File: config.mk
export PLATFORM = sky130hd
export DESIGN_NAME = mem_ctrl_flat
export DESIGN_NICKNAME = d
export VERILOG_FILES = /design/src/rtl/mem_ctrl_if.sv /design/src/rtl/mem_ctrl.sv /design/src/flat_wrapper.sv
export SDC_FILE = /design/constraint.sdc
export NUM_CORES = 1
export LEC_CHECK = 0
export CORE_MARGIN = 1
export CORE_UTILIZATION = 53
export CTS_CLUSTER_SIZE = 20
export DETAILED_ROUTE_END_ITERATION = 10
export MAX_ROUTING_LAYER = met4
export PLACE_DENSITY_LB_ADDON = 0.15
export SKIP_LAST_GASP = 1
export SLEW_MARGIN = 20
export SYNTH_ARGS = -nofsm -noshare
export SYNTH_HDL_FRONTEND = slang
export SYNTH_SLANG_ARGS = --single-unit
File: constraint.sdc
create_clock -name clkIn -period 4.4 [get_ports clkIn]
set_input_delay 0.44 -clock clkIn [delete_from_list [all_inputs] [get_ports clkIn]]
set_output_delay 0.44 -clock clkIn [all_outputs]
set_load 0.01 [all_outputs]
File: src/rtl/mem_ctrl_if.sv
// Request/response and RAM-port signal bundle for the memory controller.
// slave is the controller's view; master is the requester/RAM side.
interface mem_ctrl_if #(
    parameter int BLOCK_WIDTH = 4,
    parameter int BLOCK_SIZE  = 2 ** BLOCK_WIDTH
);
    logic                      readyIn;
    logic                      icacheMiss;
    logic [31:BLOCK_WIDTH]     icacheAddr;
    logic                      icacheDataValid;
    logic [31:BLOCK_WIDTH]     icacheAddrOut;
    logic [BLOCK_SIZE*8-1:0]   icacheDataOut;
    logic                      lsbReq;
    logic                      lsbWrite;
    logic [31:0]               lsbAddr;
    logic [1:0]                lsbSize;
    logic [31:0]               lsbDataIn;
    logic                      lsbDone;
    logic [31:0]               lsbDataOut;
    logic [7:0]                ramDataIn;
    logic [7:0]                ramDataOut;
    logic [31:0]               ramAddr;
    logic                      ramWrite;

    modport slave (
        input  readyIn, icacheMiss, icacheAddr, lsbReq, lsbWrite, lsbAddr,
               lsbSize, lsbDataIn, ramDataIn,
        output icacheDataValid, icacheAddrOut, icacheDataOut, lsbDone,
               lsbDataOut, ramDataOut, ramAddr, ramWrite
    );

    modport master (
        output readyIn, icacheMiss, icacheAddr, lsbReq, lsbWrite, lsbAddr,
               lsbSize, lsbDataIn, ramDataIn,
        input  icacheDataValid, icacheAddrOut, icacheDataOut, lsbDone,
               lsbDataOut, ramDataOut, ramAddr, ramWrite
    );
endinterface

File: src/rtl/mem_ctrl.sv
// Byte-serial RAM arbiter: 16-byte ICache refills (18 cycles) and 1/2/4-byte LSB loads/stores (N+2 / N+1 cycles).
// LSB wins ties; readyIn low freezes progress, with the in-flight read byte parked so no data is lost.
module mem_ctrl #(
    parameter int BLOCK_WIDTH = 4,
    parameter int BLOCK_SIZE  = 2 ** BLOCK_WIDTH
) (
    input logic       clkIn,
    input logic       resetIn,
    mem_ctrl_if.slave bus
);
    typedef enum logic [2:0] {IDLE, IFETCH, LOAD, STORE, DONE} state_t;

    state_t                  state, next_state;
    logic [4:0]              cnt, cnt_nxt, nbytes, nbytes_nxt, cnt_inc;
    logic [31:0]             base, base_nxt, store_data, store_nxt;
    logic [BLOCK_WIDTH-1:0]  idx;
    logic                    held;
    logic [7:0]              held_byte, rd_byte;

    logic [31:0]             addr_nxt, load_nxt;
    logic [7:0]              wdat_nxt;
    logic                    write_nxt, line_vld_nxt, lsb_done_nxt;
    logic [BLOCK_SIZE*8-1:0] line_nxt;
    logic [31:BLOCK_WIDTH]   line_addr_nxt;

    // cnt is the index of the byte currently on ramAddr; reads capture byte cnt-1.
    assign cnt_inc = cnt + 5'd1;
    assign idx     = BLOCK_WIDTH'(cnt - 5'd1);
    assign rd_byte = held ? held_byte : bus.ramDataIn;

    always_comb begin
        next_state    = state;
        cnt_nxt       = cnt;
        nbytes_nxt    = nbytes;
        base_nxt      = base;
        store_nxt     = store_data;
        addr_nxt      = bus.ramAddr;
        wdat_nxt      = bus.ramDataOut;
        write_nxt     = 1'b0;
        line_nxt      = bus.icacheDataOut;
        line_addr_nxt = bus.icacheAddrOut;
        load_nxt      = bus.lsbDataOut;
        line_vld_nxt  = 1'b0;
        lsb_done_nxt  = 1'b0;
        if (bus.readyIn) begin
            unique case (state)
                IDLE: begin
                    cnt_nxt = 5'd0;
                    if (bus.lsbReq) begin
                        base_nxt   = bus.lsbAddr;
                        store_nxt  = bus.lsbDataIn;
                        addr_nxt   = bus.lsbAddr;
                        unique case (bus.lsbSize)
                            2'd0:    nbytes_nxt = 5'd1;
                            2'd1:    nbytes_nxt = 5'd2;
                            default: nbytes_nxt = 5'd4;
                        endcase
                        if (bus.lsbWrite) begin
                            next_state = STORE;
                            write_nxt  = 1'b1;
                            wdat_nxt   = bus.lsbDataIn[7:0];
                        end else begin
                            next_state = LOAD;
                            load_nxt   = '0;
                        end
                    end else if (bus.icacheMiss) begin
                        next_state    = IFETCH;
                        base_nxt      = {bus.icacheAddr, {BLOCK_WIDTH{1'b0}}};
                        addr_nxt      = {bus.icacheAddr, {BLOCK_WIDTH{1'b0}}};
                        nbytes_nxt    = 5'(BLOCK_SIZE);
                        line_nxt      = '0;
                        line_addr_nxt = bus.icacheAddr;
                    end
                end
                IFETCH, LOAD: begin
                    if (cnt != 5'd0) begin
                        if (state == IFETCH) line_nxt[{idx, 3'b000} +: 8] = rd_byte;
                        else                 load_nxt[{idx[1:0], 3'b000} +: 8] = rd_byte;
                    end
                    if (cnt == nbytes) begin
                        next_state   = DONE;
                        line_vld_nxt = (state == IFETCH);
                        lsb_done_nxt = (state == LOAD);
                    end else begin
                        cnt_nxt = cnt_inc;
                        if (cnt_inc != nbytes) addr_nxt = base + {27'd0, cnt_inc};
                    end
                end
                STORE: begin
                    if (cnt_inc == nbytes) begin
                        next_state   = DONE;
                        lsb_done_nxt = 1'b1;
                    end else begin
                        cnt_nxt   = cnt_inc;
                        addr_nxt  = base + {27'd0, cnt_inc};
                        wdat_nxt  = store_data[{cnt_inc[1:0], 3'b000} +: 8];
                        write_nxt = 1'b1;
                    end
                end
                DONE: begin
                    next_state = IDLE;
                    cnt_nxt    = 5'd0;
                end
                default: next_state = IDLE;
            endcase
        end
    end

    always_ff @(posedge clkIn) begin
        if (resetIn) begin
            state               <= IDLE;
            cnt                 <= '0;
            nbytes              <= '0;
            base                <= '0;
            store_data          <= '0;
            held                <= 1'b0;
            held_byte           <= '0;
            bus.ramAddr         <= '0;
            bus.ramDataOut      <= '0;
            bus.ramWrite        <= 1'b0;
            bus.icacheDataValid <= 1'b0;
            bus.icacheAddrOut   <= '0;
            bus.icacheDataOut   <= '0;
            bus.lsbDone         <= 1'b0;
            bus.lsbDataOut      <= '0;
        end else begin
            state               <= next_state;
            cnt                 <= cnt_nxt;
            nbytes              <= nbytes_nxt;
            base                <= base_nxt;
            store_data          <= store_nxt;
            bus.ramAddr         <= addr_nxt;
            bus.ramDataOut      <= wdat_nxt;
            bus.ramWrite        <= write_nxt;
            bus.icacheDataValid <= line_vld_nxt;
            bus.icacheAddrOut   <= line_addr_nxt;
            bus.icacheDataOut   <= line_nxt;
            bus.lsbDone         <= lsb_done_nxt;
            bus.lsbDataOut      <= load_nxt;
            // The byte arriving on the first frozen cycle is parked and consumed on resume.
            if (!bus.readyIn) begin
                if (!held) held_byte <= bus.ramDataIn;
                held <= 1'b1;
            end else begin
                held <= 1'b0;
            end
        end
    end
endmodule
File: src/flat_wrapper.sv
// flat-port wrapper written by rule: the top's interface ports become plain ports
module mem_ctrl_flat 
#(
    parameter int BLOCK_WIDTH = 4,
    parameter int BLOCK_SIZE  = 2 ** BLOCK_WIDTH
)
  (clkIn, resetIn, bus_readyIn, bus_icacheMiss, bus_icacheAddr, bus_lsbReq, bus_lsbWrite, bus_lsbAddr, bus_lsbSize, bus_lsbDataIn, bus_ramDataIn, bus_icacheDataValid, bus_icacheAddrOut, bus_icacheDataOut, bus_lsbDone, bus_lsbDataOut, bus_ramDataOut, bus_ramAddr, bus_ramWrite);
  mem_ctrl_if #(.BLOCK_WIDTH(BLOCK_WIDTH), .BLOCK_SIZE(BLOCK_SIZE)) bus_i ();
  input logic clkIn;
  input logic resetIn;
  input wire logic [$bits(bus_i.readyIn)-1:0] bus_readyIn;
  input wire logic [$bits(bus_i.icacheMiss)-1:0] bus_icacheMiss;
  input wire logic [$bits(bus_i.icacheAddr)-1:0] bus_icacheAddr;
  input wire logic [$bits(bus_i.lsbReq)-1:0] bus_lsbReq;
  input wire logic [$bits(bus_i.lsbWrite)-1:0] bus_lsbWrite;
  input wire logic [$bits(bus_i.lsbAddr)-1:0] bus_lsbAddr;
  input wire logic [$bits(bus_i.lsbSize)-1:0] bus_lsbSize;
  input wire logic [$bits(bus_i.lsbDataIn)-1:0] bus_lsbDataIn;
  input wire logic [$bits(bus_i.ramDataIn)-1:0] bus_ramDataIn;
  output wire logic [$bits(bus_i.icacheDataValid)-1:0] bus_icacheDataValid;
  output wire logic [$bits(bus_i.icacheAddrOut)-1:0] bus_icacheAddrOut;
  output wire logic [$bits(bus_i.icacheDataOut)-1:0] bus_icacheDataOut;
  output wire logic [$bits(bus_i.lsbDone)-1:0] bus_lsbDone;
  output wire logic [$bits(bus_i.lsbDataOut)-1:0] bus_lsbDataOut;
  output wire logic [$bits(bus_i.ramDataOut)-1:0] bus_ramDataOut;
  output wire logic [$bits(bus_i.ramAddr)-1:0] bus_ramAddr;
  output wire logic [$bits(bus_i.ramWrite)-1:0] bus_ramWrite;
  assign bus_i.readyIn = bus_readyIn;
  assign bus_i.icacheMiss = bus_icacheMiss;
  assign bus_i.icacheAddr = bus_icacheAddr;
  assign bus_i.lsbReq = bus_lsbReq;
  assign bus_i.lsbWrite = bus_lsbWrite;
  assign bus_i.lsbAddr = bus_lsbAddr;
  assign bus_i.lsbSize = bus_lsbSize;
  assign bus_i.lsbDataIn = bus_lsbDataIn;
  assign bus_i.ramDataIn = bus_ramDataIn;
  assign bus_icacheDataValid = bus_i.icacheDataValid;
  assign bus_icacheAddrOut = bus_i.icacheAddrOut;
  assign bus_icacheDataOut = bus_i.icacheDataOut;
  assign bus_lsbDone = bus_i.lsbDone;
  assign bus_lsbDataOut = bus_i.lsbDataOut;
  assign bus_ramDataOut = bus_i.ramDataOut;
  assign bus_ramAddr = bus_i.ramAddr;
  assign bus_ramWrite = bus_i.ramWrite;
  mem_ctrl #(.BLOCK_WIDTH(BLOCK_WIDTH), .BLOCK_SIZE(BLOCK_SIZE)) u_core (.clkIn(clkIn), .resetIn(resetIn), .bus(bus_i));
endmodule
==> results of run 1 <==
-- placed cells by master (no fill, tap or decap), types with 7 or more instances in the layout --
| cell | synthesis | routed |
|---|---|---|
| sky130_fd_sc_hd__o2bb2ai_1 | 48 | 48 |
| sky130_fd_sc_hd__and2_1 | 7 | 7 |
| sky130_fd_sc_hd__dfxtp_1 | 316 | 316 |
| sky130_fd_sc_hd__and3_1 | 8 | 8 |
| sky130_fd_sc_hd__o21ai_0 | 17 | 17 |
| sky130_fd_sc_hd__mux2i_1 | 61 | 61 |
| sky130_fd_sc_hd__a22oi_1 | 19 | 19 |
| sky130_fd_sc_hd__mux2_2 | 8 | 8 |
| sky130_fd_sc_hd__xor2_1 | 7 | 7 |
| sky130_fd_sc_hd__a21oi_1 | 121 | 121 |
| sky130_fd_sc_hd__clkbuf_8 | 0 | 9 |
| sky130_fd_sc_hd__o211ai_1 | 22 | 22 |
| sky130_fd_sc_hd__a22o_1 | 64 | 64 |
| sky130_fd_sc_hd__clkdlybuf4s50_1 | 0 | 336 |
| sky130_fd_sc_hd__o31ai_1 | 8 | 8 |
| sky130_fd_sc_hd__or2_2 | 12 | 12 |
| sky130_fd_sc_hd__a211oi_1 | 38 | 38 |
| sky130_fd_sc_hd__buf_4 | 2 | 21 |
| sky130_fd_sc_hd__nand3_1 | 22 | 22 |
| sky130_fd_sc_hd__nand2_1 | 224 | 223 |
| sky130_fd_sc_hd__nor3_1 | 13 | 13 |
| sky130_fd_sc_hd__xnor2_1 | 27 | 27 |
| sky130_fd_sc_hd__nand4_1 | 12 | 12 |
| sky130_fd_sc_hd__mux4_2 | 8 | 8 |
| sky130_fd_sc_hd__nor2_1 | 175 | 174 |
| sky130_fd_sc_hd__clkbuf_16 | 0 | 34 |
| sky130_fd_sc_hd__inv_1 | 11 | 11 |
| sky130_fd_sc_hd__ha_1 | 12 | 12 |
-- Yosys cell counts, drive strengths merged, types with 9 or more instances --
library cell | number | area share
inv | 11 | 0.0031
a21oi | 124 | 0.047
nand2 | 225 | 0.063
nand4 | 12 | 0.0056
or2 | 13 | 0.0061
nor3 | 14 | 0.0056
a22oi | 19 | 0.011
o211ai | 23 | 0.013
xor2 | 9 | 0.0079
clkbuf | 67 | 0.019
mux2i | 61 | 0.046
xnor2 | 29 | 0.020
ha | 12 | 0.011
o2bb2ai | 48 | 0.031
o21ai | 22 | 0.0082
a211oi | 39 | 0.023
mux2 | 9 | 0.0079
dfxtp | 316 | 0.47
a22o | 64 | 0.042
nor2 | 177 | 0.050
buf | 38 | 0.014
nand3 | 22 | 0.0082
-- worst max-delay path: stages (launching register included) --
cell                       delay, ns
sky130_fd_sc_hd__dfxtp_1        0.54
sky130_fd_sc_hd__buf_4          0.31
sky130_fd_sc_hd__ha_1           0.41
sky130_fd_sc_hd__nand3_1        0.17
sky130_fd_sc_hd__xnor2_1        0.19
sky130_fd_sc_hd__ha_1           0.36
sky130_fd_sc_hd__a21oi_1        0.26
sky130_fd_sc_hd__nand2_1        0.26
sky130_fd_sc_hd__o21ai_1        0.58
sky130_fd_sc_hd__nor4_1         0.11
sky130_fd_sc_hd__o311ai_0       0.31
sky130_fd_sc_hd__a21oi_1        0.10
-- final timing paths --
check / startpoint / end / slack [ns] / depth (start not counted)
worst max register to register: u_core.cnt[0] / u_core.bus.ramAddr[31] / 0.63 / 11
worst max-delay path: u_core.cnt[0] / u_core.bus.ramAddr[31] / 0.63 / 11
worst min register to register: u_core.bus.icacheAddrOut[24] / u_core.bus.icacheAddrOut[24] / 0.45 / 2
worst min-delay path: bus_lsbReq / u_core.nbytes[1] / 0.39 / 3
-- through the flow --
stage / instances / power, mW / setup slack (ns) / instance area (sq um) / utilization
floorplan: 1479 / 3.756 / 1.507 / 13380 / -
global placement: 2057 / 4.173 / 0.8239 / 16900 / 0.6889
detailed placement: 2057 / 4.193 / 0.6896 / 16900 / 0.6889
CTS: 2118 / 7.281 / 0.6839 / 18130 / 0.7390
global route: 2119 / 7.514 / 0.2520 / 18140 / 0.7392
finish: 2119 / 7.268 / 0.6325 / 18140 / 0.7392
-- flip-flops by register name, indices dropped and copies added, names as in the netlist, 4 cells and up --
signal	cells
u_core.base	32
u_core.bus.icacheAddrOut	28
u_core.bus.icacheDataOut	128
u_core.bus.lsbDataOut	32
u_core.bus.ramAddr	32
u_core.bus.ramDataOut	8
u_core.cnt	5
u_core.held_byte	8
u_core.nbytes	4
u_core.store_data	32
-- per-layer routing --
layer / global-route usage / vias up / wire, um
li1: - / 5864 / -
met1: 0.3934 / 5969 / 17190
met2: 0.5174 / 573 / 19780
met3: 0.06095 / 71 / 3043
met4: 0.09305 / 0 / 936
met5: - / - / 0
-- cell type report --
type | instances | area (sq um)
antenna | 1 | 2.502
clock buffer | 49 | 997.2
clock inverter | 12 | 234.0
fill | 1825 | 6397
inverter | 11 | 41.29
multi-input combinational | 1047 | 6593
sequential | 316 | 6326
tap | 324 | 405.4
timing repair buffer | 359 | 3537
-- power by group through the flow --
stage | Sequential [mW] | Clock (mW) | Combinational, mW
final | 3.09 | 3.11 | 1.06
after detailed placement | 3.15 | 0 | 1.05
after floorplan | 3.14 | 0 | 0.614
after global placement | 3.14 | 0 | 1.03
after CTS | 3.09 | 3.14 | 1.05
after global routing | 3.10 | 3.26 | 1.15
-- logic make-up (layout without fill, tap and decap cells) --
kind of cell	count (synthesis)	in the layout	synth area share
buffers and inverters	116	431	0.03572
DFF	316	316	0.4728
other	0	1	0
AOI/OAI and AO/OA	387	387	0.2066
adders and majority gates	13	13	0.01272
xor gates and xnor gates	38	38	0.02796
and+or+nand+nor	531	531	0.1773
muxes	78	78	0.06695
==> impl_table.tex, run 1 <==
\begin{tabular}{lr}
\hline
Metric & Value \\
\hline
\multicolumn{2}{l}{\textbf{Cells and area}} \\
\quad Synth-to-layout area growth & 35.54\% \\
\quad Layout cells sized above 1 & 0.07302 \\
\quad Fin nets & around 1900 \\
\multicolumn{2}{l}{\textbf{Synth}} \\
\quad Asr flop ratio synth & 0 \\
\quad Netlist cell types & between 70 and 80 \\
\quad Area of the mapped netlist & 13380 sq um \\
\quad Prevailing post-synth register cell & sky130\_fd\_sc\_hd\_\_dfxtp\_1 \\
\quad Number of warnings issued by yosys & 0 \\
\quad Share of the yosys chip area belonging to registers & 0.4728 \\
\quad Number of synthesized register bits & roughly 320 \\
\quad Count of flip-flops with a built-in enable after synthesis & 0 \\
\quad Mean instance size in the synthesized netlist & $\sim$9 sq um \\
\quad Count of mapped cells out of synthesis & 1479 \\
\quad Synthesized Nets & 1600 \\
\multicolumn{2}{l}{\textbf{Worst setup path}} \\
\quad Crit path max fanout & 13 \\
\quad Kind of critical path & flip-flop to flip-flop \\
\quad Critical Path End Type & flip-flop \\
\quad Startpoint types & flip-flop \\
\quad Required time at the endpoint of the critical path & 4.76 ns \\
\quad Worst Path Arrival & between 4 and 5 ns \\
\multicolumn{2}{l}{\textbf{Place}} \\
\quad Final weighted congestion in routability-driven placement & between 0.8 and 0.9 \\
\quad Port-buffer cells & 338 \\
\quad HPWL after detailed placement & about 28 mm \\
\multicolumn{2}{l}{\textbf{Power}} \\
\quad Sequential cell fraction of total power & 0.425 \\
\quad Net load switching power & between 1.5 and 2 mW \\
\quad Peak supply drop & 359.1 uV \\
\quad Switching Fraction & 0.2627 \\
\quad Leak Pwr & 6.523 nW \\
\quad Total power per unit cell area & around 400 nW/um\^{}2 \\
\quad Part of the power in the clock network & 0.429 \\
\quad Internal & $\sim$5.4 mW \\
\quad Combinational share of power & 0.146 \\
\multicolumn{2}{l}{\textbf{STA}} \\
\quad Setup repair after global routing missed its margin & no \\
\quad Actual transition at the worst max-transition pin & 1.012 ns \\
\quad Minimum clock period & around 3.8 ns \\
\quad Part of the cycle the worst path needs & 0.8563 \\
\quad FMAX & around 270 MHz \\
\quad Fin. Hold Viols & 0 \\
\quad Aggregate negative setup slack & 0 ns \\
\quad Slew Limit Headroom & 0.3230 \\
\quad Worst hold slack & a little under 0.4 ns \\
\quad Setup clock skew after layout & about 0.017 ns \\
\quad Final setup violation count & 0 \\
\quad Number of slew-limit violations in the final report & 0 \\
\multicolumn{2}{l}{\textbf{Routing}} \\
\quad Drt first pass iters & 5 \\
\quad Starting DRC count in detailed routing & roughly 1100 \\
\quad WL per Instance & between 15 and 20 um \\
\quad Overall routed net length & a little over 40 mm \\
\quad Number of vias in the routed layout & 12480 \\
\quad Number of vias per cell after detailed routing & a little under 6 \\
\quad Final routed DRC violation total & 0 \\
\quad Post-route ant nets & 0 \\
\multicolumn{2}{l}{\textbf{Global routing}} \\
\quad Number of antenna violations at the first check in global routing & 1 \\
\quad Global-route wire length before repair & 63.66 mm \\
\quad Number of global-route vias before repair & around 12000 \\
\quad Global routing usage summed across all routing layers & 0.3155 \\
\quad Final global-route overflow total & 0 \\
\quad Maximum number of pins on one net before global-route repair & 111 \\
\multicolumn{2}{l}{\textbf{Clock tree}} \\
\quad Cells resized by post-CTS repair & 0 \\
\quad Clock-pin slew of the registers on the worst-case setup and hold paths & roughly 0.060 ns \\
\quad Total number of clock tree sinks & 316 \\
\quad CTS tree & yes \\
\quad Clock latency at the later pin of the worst-skew pair & between 0.5 and 0.6 ns \\
\quad Number of buffers inserted during clock tree synthesis & 34 \\
\quad Buffers inserted during post-CTS setup optimization & 0 \\
\quad Number of levels the H-tree was split into & 2 \\
\quad Hold\_buf cts & 0 \\
\quad Root Driver & sky130\_fd\_sc\_hd\_\_clkbuf\_16 \\
\quad CTS max path bufs & 3 \\
\multicolumn{2}{l}{\textbf{Run status}} \\
\quad Result of the run & finished clean \\
\multicolumn{2}{l}{\textbf{Floorplanning}} \\
\quad Die Footprint & about 26000 sq um \\
\quad Die boundary width & approximately 160 um \\
\quad CORE AREA & about 25000 sq um \\
\quad Die height & between 150 and 200 um \\
\quad Site row count & 57 \\
\quad Number of top-level pins & roughly 340 \\
\quad Starting Density & 0.5454 \\
\multicolumn{2}{l}{\textbf{Hold path}} \\
\quad Type of the most critical hold path & primary input to flip-flop \\
\multicolumn{2}{l}{\textbf{Run}} \\
\quad Max-cap violations & 0 \\
\hline
\end{tabular}
No activity file was read; power rests on OpenSTA's default activity.
==> inputs of run 2 (changes only) <==
Settings changed: CORE_MARGIN 1 to 5.
==> run 2 against run 1 <==
Effect of this change:
- combinational power barely moved
- core utilization shrank 1.4 points
- critical path depth fell by 1
- global-route usage down 3.6 points
- cell area about the same
- clock power about the same
- power down 0.56%
- flip-flop and latch count unchanged
- fmax up 7.4%
- register-to-register slack gained 0.26 ns
- critical endpoint is now u_core.bus.ramAddr[27]
==> impl_table.tex, run 2 (synthesis results as in run 1) <==
\begin{tabular}{lr}
\hline
Metric & Value \\
\hline
\multicolumn{2}{l}{\textbf{Worst setup path}} \\
\quad Worst reg2reg setup slack & 0.89 ns (was 0.63 ns) \\
\quad Startpoint types & flip-flop (unchanged) \\
\quad Worst reg2reg path endpoint & u\_core.bus.ramAddr[27] (was u\_core.bus.ramAddr[31]) \\
\quad Crit path max fanout & 13 (unchanged) \\
\quad Worst Path Arrival & 3.86 ns (was 4.13 ns) \\
\quad R2R Path Start & u\_core.cnt[0] (unchanged) \\
\quad Required time at the endpoint of the critical path & 4.75 ns (was 4.76 ns) \\
\quad CP startpoint & u\_core.cnt[0] (unchanged) \\
\quad Number of cell instances on the worst register-to-register path & 10 (was 11) \\
\quad Kind of critical path & flip-flop to flip-flop (unchanged) \\
\quad Critical Path End Type & flip-flop (unchanged) \\
\multicolumn{2}{l}{\textbf{STA}} \\
\quad Part of the cycle the worst path needs & 0.7970 (was 0.8563) \\
\quad Worst hold slack & 0.4162 ns (was 0.3930 ns) \\
\quad FMAX & 285.1 MHz (was 265.4 MHz) \\
\quad Final setup violation count & 0 (unchanged) \\
\quad Setup repair after global routing missed its margin & no (unchanged) \\
\quad Setup clock skew after layout & 0.01291 ns (was 0.01691 ns) \\
\quad Slew Limit Headroom & 0.2990 (was 0.3230) \\
\quad Fin. Hold Viols & 0 (unchanged) \\
\quad Number of slew-limit violations in the final report & 0 (unchanged) \\
\quad Minimum clock period & 3.507 ns (was 3.768 ns) \\
\quad Aggregate negative setup slack & 0 ns (unchanged) \\
\quad Actual transition at the worst max-transition pin & 1.049 ns (was 1.012 ns) \\
\multicolumn{2}{l}{\textbf{Routing}} \\
\quad Final routed DRC violation total & 0 (unchanged) \\
\quad Starting DRC count in detailed routing & 1081 (was 1140) \\
\quad Drt first pass iters & 5 (unchanged) \\
\quad WL per Instance & 19.26 um (was 19.32 um) \\
\quad Overall routed net length & 41.02 mm (was 40.94 mm) \\
\quad Number of vias in the routed layout & 12360 (was 12480) \\
\quad Number of vias per cell after detailed routing & 5.801 (was 5.888) \\
\quad Post-route ant nets & 0 (unchanged) \\
\multicolumn{2}{l}{\textbf{Cells and area}} \\
\quad Multi-input gate area in the final layout & 6590 sq um (was 6593 sq um) \\
\quad Largest Register & u\_core.bus.icacheDataOut (unchanged) \\
\quad Sequential cell area & 6326 sq um (unchanged) \\
\quad Most frequent cells in the layout & sky130\_fd\_sc\_hd\_\_clkdlybuf4s50\_1 (336), sky130\_fd\_sc\_hd\_\_dfxtp\_1 (316), sky130\_fd\_sc\_hd\_\_nand2\_1 (224) (was sky130\_fd\_sc\_hd\_\_clkdlybuf4s50\_1 (336), sky130\_fd\_sc\_hd\_\_dfxtp\_1 (316), sky130\_fd\_sc\_hd\_\_nand2\_1 (223)) \\
\quad Layout cells sized above 1 & 0.07727 (was 0.07302) \\
\quad Fillcell total & 1921 (was 1825) \\
\quad Post-layout utilization of the core & 0.7250 (was 0.7392) \\
\quad Synth-to-layout area growth & 35.66\% (was 35.54\%) \\
\quad Most common library cell in the layout ignoring fill and taps & sky130\_fd\_sc\_hd\_\_clkdlybuf4s50\_1 (unchanged) \\
\quad Max reg flops & 128 (unchanged) \\
\quad Fin nets & 1893 (was 1890) \\
\multicolumn{2}{l}{\textbf{Clock tree}} \\
\quad Cells resized by post-CTS repair & 0 (unchanged) \\
\quad CTS tree & yes (unchanged) \\
\quad CTS max path bufs & 3 (unchanged) \\
\quad Clock latency at the later pin of the worst-skew pair & 0.51 ns (was 0.52 ns) \\
\quad Total number of clock tree sinks & 316 (unchanged) \\
\quad Number of buffers inserted during clock tree synthesis & 35 (was 34) \\
\quad Buffers inserted during post-CTS setup optimization & 0 (unchanged) \\
\quad Clock-pin slew of the registers on the worst-case setup and hold paths & 0.06 ns (about the same) \\
\quad Root Driver & sky130\_fd\_sc\_hd\_\_clkbuf\_16 (unchanged) \\
\quad Number of levels the H-tree was split into & 2 (unchanged) \\
\quad Hold\_buf cts & 0 (unchanged) \\
\multicolumn{2}{l}{\textbf{Run}} \\
\quad Max-cap violations & 0 (unchanged) \\
\multicolumn{2}{l}{\textbf{Floorplanning}} \\
\quad Site row count & 58 (was 57) \\
\quad Die Footprint & 28520 sq um (was 25890 sq um) \\
\quad CORE AREA & 25040 sq um (was 24530 sq um) \\
\quad Die height & 168.9 um (was 160.9 um) \\
\quad Die boundary width & 168.9 um (was 160.9 um) \\
\quad Number of top-level pins & 339 (unchanged) \\
\quad Starting Density & 0.5344 (was 0.5454) \\
\multicolumn{2}{l}{\textbf{Run status}} \\
\quad Result of the run & finished clean (unchanged) \\
\multicolumn{2}{l}{\textbf{Global routing}} \\
\quad Maximum number of pins on one net before global-route repair & 100 (was 111) \\
\quad Global-route wire length before repair & 63.22 mm (was 63.66 mm) \\
\quad Number of global-route vias before repair & 11880 (was 11810) \\
\quad Number of antenna violations at the first check in global routing & 1 (unchanged) \\
\quad Final global-route overflow total & 0 (unchanged) \\
\quad Global routing usage summed across all routing layers & 0.2793 (was 0.3155) \\
\multicolumn{2}{l}{\textbf{Place}} \\
\quad Port-buffer cells & 338 (unchanged) \\
\quad HPWL after detailed placement & 29.22 mm (was 28.49 mm) \\
\quad Final weighted congestion in routability-driven placement & 0.8849 (was 0.8830) \\
\multicolumn{2}{l}{\textbf{Hold path}} \\
\quad Hold path startpoint & resetIn (was bus\_lsbReq) \\
\quad Worst Hold Path Cells & 2 (was 3) \\
\quad Type of the most critical hold path & primary input to flip-flop (unchanged) \\
\quad Endpoint with the worst hold slack & u\_core.held\_byte[6] (was u\_core.nbytes[1]) \\
\multicolumn{2}{l}{\textbf{Power}} \\
\quad Peak supply drop & 334.5 uV (was 359.1 uV) \\
\quad Total power per unit cell area & 398.1 nW/um\^{}2 (was 400.7 nW/um\^{}2) \\
\quad Leak Pwr & 6.541 nW (was 6.523 nW) \\
\hline
\end{tabular}
run 2: through the flow:
step,area [sq um],setup slack [ns],power (mW),cells
final,18150,0.8930,7.227,2130
after global routing,18150,0.5054,7.484,2130
after CTS,18150,0.8970,7.252,2129
after detailed placement,16920,0.9302,4.190,2065
after global placement,16920,1.094,4.171,2065
after floorplan,13380,1.507,3.756,1479
run 2: worst max-delay path, stage by stage (launching register included):
cell                       delay, ns
sky130_fd_sc_hd__dfxtp_1        0.57
sky130_fd_sc_hd__inv_1          0.22
sky130_fd_sc_hd__ha_1           0.46
sky130_fd_sc_hd__buf_4          0.30
sky130_fd_sc_hd__ha_1           0.28
sky130_fd_sc_hd__a21o_1         0.18
sky130_fd_sc_hd__and4_1         0.30
sky130_fd_sc_hd__o21ai_1        0.51
sky130_fd_sc_hd__nor4_1         0.08
sky130_fd_sc_hd__o311ai_0       0.33
sky130_fd_sc_hd__a21oi_1        0.12
run 2: power breakdown:
group | total, mW | switching [mW] | leakage (nW) | internal (mW)
logic | 1.06 | 0.619 | 3.37 | 0.438
registers | 3.08 | 0.0993 | 2.56 | 2.98
clock network | 3.09 | 1.20 | 0.604 | 1.88
total | 7.23 | 1.92 | 6.54 | 5.31
run 2: how the worst max path moves through the flow:
stage / to / slack, ns / cells after the start
after floorplan: u_core.bus.ramAddr[31] / 1.51 / 11
after global placement: u_core.bus.ramAddr[31] / 1.09 / 10
after detailed placement: u_core.bus.ramAddr[27] / 0.93 / 10
after CTS: u_core.bus.ramAddr[27] / 0.90 / 10
after global routing: u_core.bus.ramAddr[27] / 0.51 / 10
final: u_core.bus.ramAddr[27] / 0.89 / 10
run 2: layer usage:
metal,part of all wire,track usage
met5,0,-
met4,0.033,0.09457
met3,0.082,0.06492
met2,0.47,0.4576
met1,0.42,0.3410
run 2: layout make-up:
type	instances	area share
multi-input cells	1047	0.3630
flip-flops and latches	316	0.3485
repair buffers	361	0.1957
clock buffers	44	0.05397
well taps	330	0.02275
clock inverters	20	0.01365
inverters	11	0.002275
diodes	1	0.0001379
